--- src/rtl/jk_counter_reg.sv ---
// N-bit register of JK cells with JK, up, down and load modes on one clock.
// Define JK_COUNTER_SAT_EN to make the counter modes saturate instead of wrapping.
module jk_counter_reg #(
  parameter int WIDTH = 8
) (
  input  logic             CLK,
  input  logic             Clr,
  input  logic             EN,
  input  logic [1:0]       MODE,
  input  logic [WIDTH-1:0] J,
  input  logic [WIDTH-1:0] K,
  output logic [WIDTH-1:0] Q,
  output logic [WIDTH-1:0] QN,
  output logic             TC
);

  localparam logic [1:0] MODE_JK   = 2'b00;
  localparam logic [1:0] MODE_UP   = 2'b01;
  localparam logic [1:0] MODE_DOWN = 2'b10;

  logic [WIDTH-1:0] q_reg;
  logic [WIDTH-1:0] q_next;
  logic [WIDTH-1:0] lower_ones;
  logic [WIDTH-1:0] lower_zeros;
  logic             at_max;
  logic             at_min;
  logic             up_blocked;
  logic             down_blocked;

  assign at_max = &q_reg;
  assign at_min = ~|q_reg;

`ifdef JK_COUNTER_SAT_EN
  assign up_blocked   = at_max;
  assign down_blocked = at_min;
`else
  assign up_blocked   = 1'b0;
  assign down_blocked = 1'b0;
`endif

  // Ripple "all lower bits are 1 / are 0" chains drive the per-bit toggle enables.
  assign lower_ones[0]  = 1'b1;
  assign lower_zeros[0] = 1'b1;

  genvar gi;
  generate
    for (gi = 1; gi < WIDTH; gi++) begin : g_chain
      assign lower_ones[gi]  = lower_ones[gi-1] & q_reg[gi-1];
      assign lower_zeros[gi] = lower_zeros[gi-1] & ~q_reg[gi-1];
    end

    for (gi = 0; gi < WIDTH; gi++) begin : g_cell
      logic j_eff;
      logic k_eff;

      always_comb begin
        j_eff = 1'b0;
        k_eff = 1'b0;
        if (EN) begin
          case (MODE)
            MODE_JK: begin
              j_eff = J[gi];
              k_eff = K[gi];
            end
            MODE_UP: begin
              j_eff = lower_ones[gi] & ~up_blocked;
              k_eff = lower_ones[gi] & ~up_blocked;
            end
            MODE_DOWN: begin
              j_eff = lower_zeros[gi] & ~down_blocked;
              k_eff = lower_zeros[gi] & ~down_blocked;
            end
            default: begin
              j_eff = J[gi];
              k_eff = ~J[gi];
            end
          endcase
        end
      end

      assign q_next[gi] = (j_eff & ~q_reg[gi]) | (~k_eff & q_reg[gi]);
    end
  endgenerate

  always_ff @(posedge CLK or posedge Clr) begin
    if (Clr) begin
      q_reg <= '0;
    end else begin
      q_reg <= q_next;
    end
  end

  assign Q  = q_reg;
  assign QN = ~q_reg;

  // Gated by Clr so a cleared register in down mode does not report terminal count.
  assign TC = ~Clr & EN & (((MODE == MODE_UP) & at_max) | ((MODE == MODE_DOWN) & at_min));

endmodule

--- config.mk ---
export PLATFORM = sky130hd
export DESIGN_NAME = jk_counter_reg
export DESIGN_NICKNAME = d
export VERILOG_FILES = /design/src/rtl/jk_counter_reg.sv
export SDC_FILE = /design/constraint.sdc
export NUM_CORES = 1
export LEC_CHECK = 0
export ABC_CLOCK_PERIOD_IN_PS = 2700
export CORE_MARGIN = 2
export CORE_UTILIZATION = 40
export CTS_CLUSTER_SIZE = 25
export DETAILED_ROUTE_END_ITERATION = 8
export GPL_ROUTABILITY_DRIVEN = 0
export PLACE_DENSITY = 0.77
export SYNTH_ARGS = -nofsm -noshare
export SYNTH_HDL_FRONTEND = slang
export SYNTH_SLANG_ARGS = --single-unit
export TNS_END_PERCENT = 5
--- constraint.sdc ---
create_clock -name CLK -period 2.7 [get_ports CLK]
set_clock_uncertainty 0.2 [all_clocks]
set_input_delay 0.405 -clock CLK [delete_from_list [all_inputs] [get_ports CLK]]
set_output_delay 0.405 -clock CLK [all_outputs]
set_load 0.005 [all_outputs]
==> results of run 1 <==
power groups by stage:
| stage | logic, uW | clock network [uW] | registers, uW |
|---|---|---|---|
| finish | 509 | 93.6 | 202 |
| CTS | 510 | 98.1 | 202 |
| global route | 550 | 104 | 210 |
| global placement | 491 | 0 | 203 |
| detailed placement | 505 | 0 | 204 |
| floorplan | 187 | 0 | 222 |
layout make-up:
| type | instances | area share, % |
|---|---|---|
| clock buffer | 3 | 1.72 |
| inverter | 11 | 3.15 |
| multi-input combinational | 77 | 40.4 |
| sequential | 8 | 15.3 |
| tap | 27 | 2.58 |
| timing repair buffer | 54 | 36.9 |
cells by family after synthesis:
group                    synth area share (%)
adder cells (fa/ha/maj)                  6.24
AO/OA/AOI/OAI                            30.9
flip-flops                               25.0
AND/OR/NAND/NOR                          26.1
buffers and inverters                    10.6
multiplexers                             1.25
synth_stat cells, drive strengths merged, types with 3 or more instances:
cell    instances
a21oi           7
inv            11
nand3           3
o21ai           6
buf             3
dfrtp           8
o211ai          4
nor2            3
nand2          18
ha              4
o211a           3
clkbuf          6
nand3b          3
a211oi          3
metrics by stage:
stage	cells	utilization [%]	power, uW	TNS [ps]
3_5_place_dp	175	66.3	709	-1260
2_1_floorplan	105	-	410	0
4_1_cts	180	68.2	810	-184
3_3_place_gp	175	66.3	694	-1180
5_1_grt	180	68.2	864	-129
6_report	180	68.2	805	-73.1
worst reg2reg max path: cells and delay by family, from the launching register on:
kind / cells / cell delay, ps
compound gates: 2 / 550
buf+inv: 1 / 160
flops: 1 / 380
simple gates: 2 / 870
path summary, 6_finish.rpt:
check                      slack [ps]  depth (start not counted)  from   end
max                               -70                          5  Q[0]    TC
max reg2reg                       420                          5  Q[0]  Q[7]
max in group asynchronous        1900                          3   Clr  Q[7]
min reg2reg                       400                          1  Q[7]  Q[7]
min in group CLK                  400                          1  Q[7]  Q[7]
min                               260                          3   Clr  Q[5]
repair_timing:
| item | CTS | global route |
|---|---|---|
| endpoints found under the setup margin | 1 | 1 |
| buffers inserted | 2 | 0 |
| gates resized for setup | 15 | 0 |
| hold buffers | 0 | 0 |
| pin swaps | 5 | 3 |
routing by layer:
layer  share of wire (%)  global-route usage (%)  vias to the layer above
li1                    -                       -                      487
met2                  56                    44.3                       33
met4                0.28                    9.05                        0
met1                  38                    23.3                      484
met5                   0                       0                        -
met3                 5.6                    4.29                        2
==> impl_metrics.ini, run 1 <==
[placed_design]
hpwl_um = 1940
pre_cts_ws_ps = -874
placed_area_sq_um = 1270
numPortBuffers = 37

[setup_path]
required_ps = 2100
path_buf_inv = 1
cpLargestDelayFamily = simple AND/OR/NAND/NOR gates
crit_type = reg2out
worstPathArrival_ps = 2170
path_cells = or4b_4 > or3_1 > or4_1 > a21oi_1 > buf_2
end_kind = output pin
path_max_fanout = 3
critical_path.max_stage_delay_ps = 540
cp-start-kind = flip-flop
critPathSlowestCell = or4b_4

[logic_synthesis]
synth_area_leaders = dfrtp_1 (25%), nand2_1 (8.4%), ha_1 (6.2%)
synth_seq_area_share_pct = 25.0
synth_area_sq_um = 802
ys.warnings.count = 0
synth_area_per_cell_sq_um = 7.64
synth_edf_count = 0
synth_top_area_cell = dfrtp_1
postSynthCellCount = 105
synth_cell_types = 35
async_flop_share_pct = 100
yosysTopAreaCellShare_pct = 25.0
syn-num-nets = 130
synth_ff_type = dfrtp_1
synth_seq_cells = 8

[pwr]
ir_drop_mv = 0.368
combPwrFrac_pct = 63.2
p_leak_uw = 0.000594
p_int_uw = 514
switching_share_pct = 36.1
powerDensity_nw_per_um2 = 614
p_switching_uw = 290
p_seq_share_pct = 25.1
power_frac_clock_pct = 11.6

[routing]
firstDrtPassIters = 4
viasPerCell = 5.59
wl_per_cell_um = 14.1
drc = 0
vias = 1006
drt_wl_total_um = 2540
drt_iter0_markers = 10
ant_nets = 0

[cts]
cts.root.buffer_cell = clkbuf_4
cts_made_buffers = 3
clkSinkCount = 8
cts_tree = built
clkLatencyLatePin_ps = 250
htreeDepth = 1
clockBufferDepth = 2
clk_pin_slew_ps = 60

[die]
core_area_sq_um = 1920
die_y_um = 48.8
die_width_um = 48.8
ioPinCount = 38
die-area_sq_um = 2380
start_util_pct = 41.7
rows = 16

[finish]
diodes = 0
most-common-layout-cells = clkdlybuf4s50_1 (34), nand2_1 (18), buf_4 (17), inv_1 (10), dfrtp_1 (8)
mostFrequentLayoutCell = clkdlybuf4s50_1
multi_input_area_sq_um = 529
fillers = 178
num-nets-final = 180
final_area_sq_um = 1310
largest_register_ffs = 8
layout-drive-gt1-share_pct = 19.0
seq_area_sq_um = 200
area_delta_synth_final_pct = 63.3

[run_status]
violations = setup timing
status = finished, violations left

[sta]
slew_viol_final = 0
max_slew_margin_pct = 61.8
period_share_pct = 103
fmax_ghz = 0.361
setup_violations = 1
rsz0062_at_grt = true
period_needed_ps = 2770
worstMarginPinSlew_ps = 573
worst_slack_ps = -73.1
final-hold-violation-count = 0
whs_ps = 259

[global_route]
grt_pass1_wl_um = 4220
first_global_vias = 998
grt_antenna_before_repair = 0
track_usage_pct = 22.7
overflow = 0
grt_max_degree = 17

[flow_run]
max-cap-violations = 0

[min_path]
hold_class = in2async
Power figures use the tool's default switching activity.
==> run 2: changes to the inputs <==
CORE_MARGIN = not set   (was 2)
==> run 2 against run 1 <==
  * The run still ends with setup timing left
  * Die area fell by 8.0%
  * Clock-buffer cell count did not move
  * Sequential share of layout area fell by 0.058 points
  * First-iteration DRC count fell by 20%
  * Worst hold slack got worse by 1.9 ps
  * Critical path depth did not move
  * Clock power rose by 4.3%
==> impl_metrics.ini, run 2 (synthesis gave the netlist of run 1 again) <==
[min_path]
hold_class = in2async

[pwr]
switching_share_pct = 35.8
power_frac_clock_pct = 12.0
p_leak_uw = 0.000598
ir_drop_mv = 0.364
p_switching_uw = 290
combPwrFrac_pct = 63.3
p_int_uw = 521
powerDensity_nw_per_um2 = 616
p_seq_share_pct = 24.7

[routing]
wl_per_cell_um = 13.6
ant_nets = 0
drt_wl_total_um = 2430
viasPerCell = 5.50
vias = 984
drc = 0
drt_iter0_markers = 8
firstDrtPassIters = 4

[flow_run]
max-cap-violations = 0

[cts]
cts.root.buffer_cell = clkbuf_4
htreeDepth = 1
cts_tree = built
clkLatencyLatePin_ps = 260
clk_pin_slew_ps = 60
cts_made_buffers = 3
hold_buffers = 0
clkSinkCount = 8
clockBufferDepth = 2

[finish]
instances_no_fill = 179
num-nets-final = 181
area_delta_synth_final_pct = 64.0
finish.utilization_pct = 73.0
multi_input_area_sq_um = 529
seq_area_sq_um = 200
diodes = 0
most-common-layout-cells = clkdlybuf4s50_1 (34), nand2_1 (18), buf_4 (18), inv_1 (10), dfrtp_1 (8)
largest_register_ffs = 8
fillers = 158
layout-drive-gt1-share_pct = 19.5
mostFrequentLayoutCell = clkdlybuf4s50_1

[setup_path]
path_max_fanout = 2
critPathSlowestCell = or4b_4
cp-start-kind = flip-flop
critical_path.max_stage_delay_ps = 530
cpLargestDelayFamily = simple AND/OR/NAND/NOR gates
end_kind = output pin
path_buf_inv = 1
required_ps = 2100
worstPathArrival_ps = 2180
path_cells = or4b_4 > or3_1 > or4_1 > a21oi_1 > buf_2
crit_type = reg2out

[die]
ioPinCount = 38
die_y_um = 46.8
core_area_sq_um = 1800
start_util_pct = 44.5
rows = 15
die-area_sq_um = 2190
die_width_um = 46.8

[sta]
worstMarginPinSlew_ps = 596
slew_viol_final = 0
max_slew_margin_pct = 60.3
tns_ps = -82.6
setup_violations = 1
worst_slack_ps = -82.6
period_needed_ps = 2780
final-hold-violation-count = 0
period_share_pct = 103
fmax_ghz = 0.359
rsz0062_at_grt = true

[placed_design]
hpwl_um = 1800
numPortBuffers = 37
dpl.cell_count = 173

[global_route]
grt_max_degree = 17
grt_pass1_wl_um = 3670
first_global_vias = 899
track_usage_pct = 24.3
grt_antenna_before_repair = 0
overflow = 0

[run_status]
status = finished, violations left
violations = setup timing
## run 2: through the flow
step / power (uW) / cell area, sq um / worst slack, ps / hold slack, ps
2_1_floorplan: 410 / 802 / 6.83 / 28.9
3_3_place_gp: 691 / 1270 / -868 / 384
3_5_place_dp: 703 / 1270 / -906 / 358
4_1_cts: 805 / 1300 / -179 / 251
5_1_grt: 869 / 1320 / -136 / 266
6_report: 810 / 1320 / -82.6 / 257
## run 2: worst reg2reg max path: stages, from the launching register on
cell     delay, ps
dfrtp_1        380
or4b_4         530
or3_1          330
buf_4          160
o311a_1        280
a221o_1        250
## run 2: area by class of cell
type	count	share of cell area, %
multi-input cells	77	40.2
repair buffers	55	37.3
flip-flops and latches	8	15.2
inverters	11	3.14
well taps	25	2.38
clock buffers	3	1.71
## run 2: final timing paths
| check | startpoint | to | slack [ps] | cells after the start |
|---|---|---|---|---|
| worst max-delay path | Q[1] | TC | -80 | 5 |
| worst min-delay path | Clr | Q[7] | 260 | 3 |
| worst max register to register | Q[1] | Q[7] | 450 | 5 |
| worst min register to register | Q[7] | Q[7] | 370 | 1 |
| max in group asynchronous | Clr | Q[2] | 1910 | 3 |
| min in group CLK | Q[7] | Q[7] | 370 | 1 |
## run 2: repair_timing
| item | in CTS | in global routing |
|---|---|---|
| pin swaps | 5 | 4 |
| buffers inserted | 1 | 2 |
| setup endpoints to repair | 1 | 1 |
| gates resized for setup | 15 | 0 |
## run 2: metal layers
metal  track usage [%]  routed length, um  up-vias
li1                  -                  -      489
met1              25.6               1010      463
met2              45.3               1280       30
met3              5.00                133        2
met4              12.0                 14        0
met5                 0                  0        -
## run 2: power groups by stage
stage                     clock network (uW)  registers, uW  logic [uW]
final                                   97.6            200         513
after global routing                     106            207         555
after CTS                               99.9            200         505
after detailed placement                   0            203         501
after global placement                     0            203         488
after floorplan                            0            222         187
==> run 3: changes to the inputs <==
ABC_CLOCK_PERIOD_IN_PS = 3000   (was 2700)
clock period = 3 ns   (was 2.7 ns; I/O delays follow)
==> run 3 against run 2 <==
  * The run now ends clean
  * Non-clock buffer count down 2
  * First-iteration DRC count is 13% lower
  * Largest cell class unchanged
  * Clock-buffer cell count unchanged
  * Register-to-register slack better by 260 ps
  * Critical endpoint unchanged
  * Via count increased by 0.61%
==> impl_metrics.ini, run 3 (synthesis gave the netlist of run 1 again) <==
[run_status]
status = completed

[finish]
final_area_sq_um = 1310
finish.utilization_pct = 72.4
layout-drive-gt1-share_pct = 19.1
instances_no_fill = 177
largest_register_ffs = 8
diodes = 0
most-common-layout-cells = clkdlybuf4s50_1 (34), nand2_1 (18), buf_4 (16), inv_1 (10), dfrtp_1 (8)
area_delta_synth_final_pct = 62.7
mostFrequentLayoutCell = clkdlybuf4s50_1
fillers = 155
num-nets-final = 179

[setup_path]
path_buf_inv = 3
crit_top_cell = buf_2
required_ps = 2350
crit_type = in2out
cpLargestDelayFamily = simple AND/OR/NAND/NOR gates
path_cells = buf_2 > inv_2 > ha_4 > or4b_4 > or3_4 > or4_1 > a21oi_1 > buf_2
critical_path.max_stage_delay_ps = 460
cp-start-kind = input pin
path_max_fanout = 3
worstPathArrival_ps = 2260
end_kind = output pin
critPathSlowestCell = or4b_4

[cts]
cts.root.buffer_cell = clkbuf_4
cts_made_buffers = 3
clockBufferDepth = 2
clk_pin_slew_ps = 60
htreeDepth = 1
hold_buffers = 0
cts_tree = built
clkLatencyLatePin_ps = 260
clkSinkCount = 8

[global_route]
grt_pass1_wl_um = 3730
track_usage_pct = 24.6
overflow = 0
grt_antenna_before_repair = 0
grt_max_degree = 17
first_global_vias = 898

[sta]
setup_violations = 0
final-hold-violation-count = 0
fmax_ghz = 0.344
period_share_pct = 96.8
period_needed_ps = 2910
worstMarginPinSlew_ps = 615
rsz0062_at_grt = false
slew_viol_final = 0
tns_ps = 0
max_slew_margin_pct = 59.0

[pwr]
ir_drop_mv = 0.304
powerDensity_nw_per_um2 = 545
p_seq_share_pct = 28.5
combPwrFrac_pct = 59.1
p_switching_uw = 262
total_power_uw = 712
power_frac_clock_pct = 12.4
switching_share_pct = 36.8
p_leak_uw = 0.000590
p_int_uw = 450

[routing]
ant_nets = 0
wl_per_cell_um = 14.3
drt_wl_total_um = 2530
viasPerCell = 5.59
drt_iter0_markers = 7
firstDrtPassIters = 4
vias = 990
drc = 0

[die]
die-area_sq_um = 2190
core_area_sq_um = 1800
ioPinCount = 38
rows = 15
start_util_pct = 44.5
die_width_um = 46.8
die_y_um = 46.8

[placed_design]
placed_area_sq_um = 1250
hpwl_um = 1810
dpl.cell_count = 170
numPortBuffers = 37

[flow_run]
max-cap-violations = 0

[min_path]
hold_class = in2async
[run 3: cell count changes in the layout (fill, tap and decap cells not counted)]
cell,delta
or3_1,-1
or3_4,+1
buf_4,-2
[run 3: power groups by stage]
stage | registers (uW) | logic, uW | clock network, uW
5_1_grt | 210 | 453 | 94.7
4_1_cts | 198 | 417 | 88.9
2_1_floorplan | 200 | 169 | 0
3_3_place_gp | 198 | 402 | 0
3_5_place_dp | 199 | 411 | 0
6_report | 203 | 420 | 88.2
[run 3: layer usage]
layer	share of wire, %	track usage, %	up-vias
li1	-	-	482
met1	41	27.3	466
met2	52	44.4	40
met5	0	0	-
met3	6.3	3.85	2
met4	0.48	13.7	0
[run 3: metrics by stage]
stage	setup WS, ps	hold WS (ps)
global placement	-657	383
CTS	20.2	282
detailed placement	-698	365
global route	41.7	290
finish	94.7	284
floorplan	217	73.9
[run 3: path summary, 6_finish.rpt]
path	from	to	slack (ps)	cells past startpoint
worst max-delay path	MODE[0]	TC	90	8
worst min-delay path	Clr	Q[7]	280	3
worst max register to register	Q[2]	Q[7]	710	5
worst min register to register	Q[7]	Q[7]	390	1
max in group asynchronous	Clr	Q[2]	2180	3
min in group CLK	Q[7]	Q[7]	390	1
[run 3: final cells by class]
type | instances | area (sq um) | area share, %
tap | 25 | 31.3 | 2.40
multi-input combinational | 77 | 534 | 40.9
clock buffer | 3 | 22.5 | 1.73
sequential | 8 | 200 | 15.3
inverter | 11 | 41.3 | 3.16
timing repair buffer | 53 | 475 | 36.4
[run 3: timing repair]
action	4_1_cts	5_1_grt
gates resized for setup	15	1
pin swaps	4	4
setup endpoints to repair	1	1
buffers inserted	3	1
[run 3: worst reg2reg max path, stage by stage, from the launching register on]
cell     delay, ps
dfrtp_1        390
or4b_4         550
or3_4          340
buf_4          160
o311a_1        280
a221o_1        260
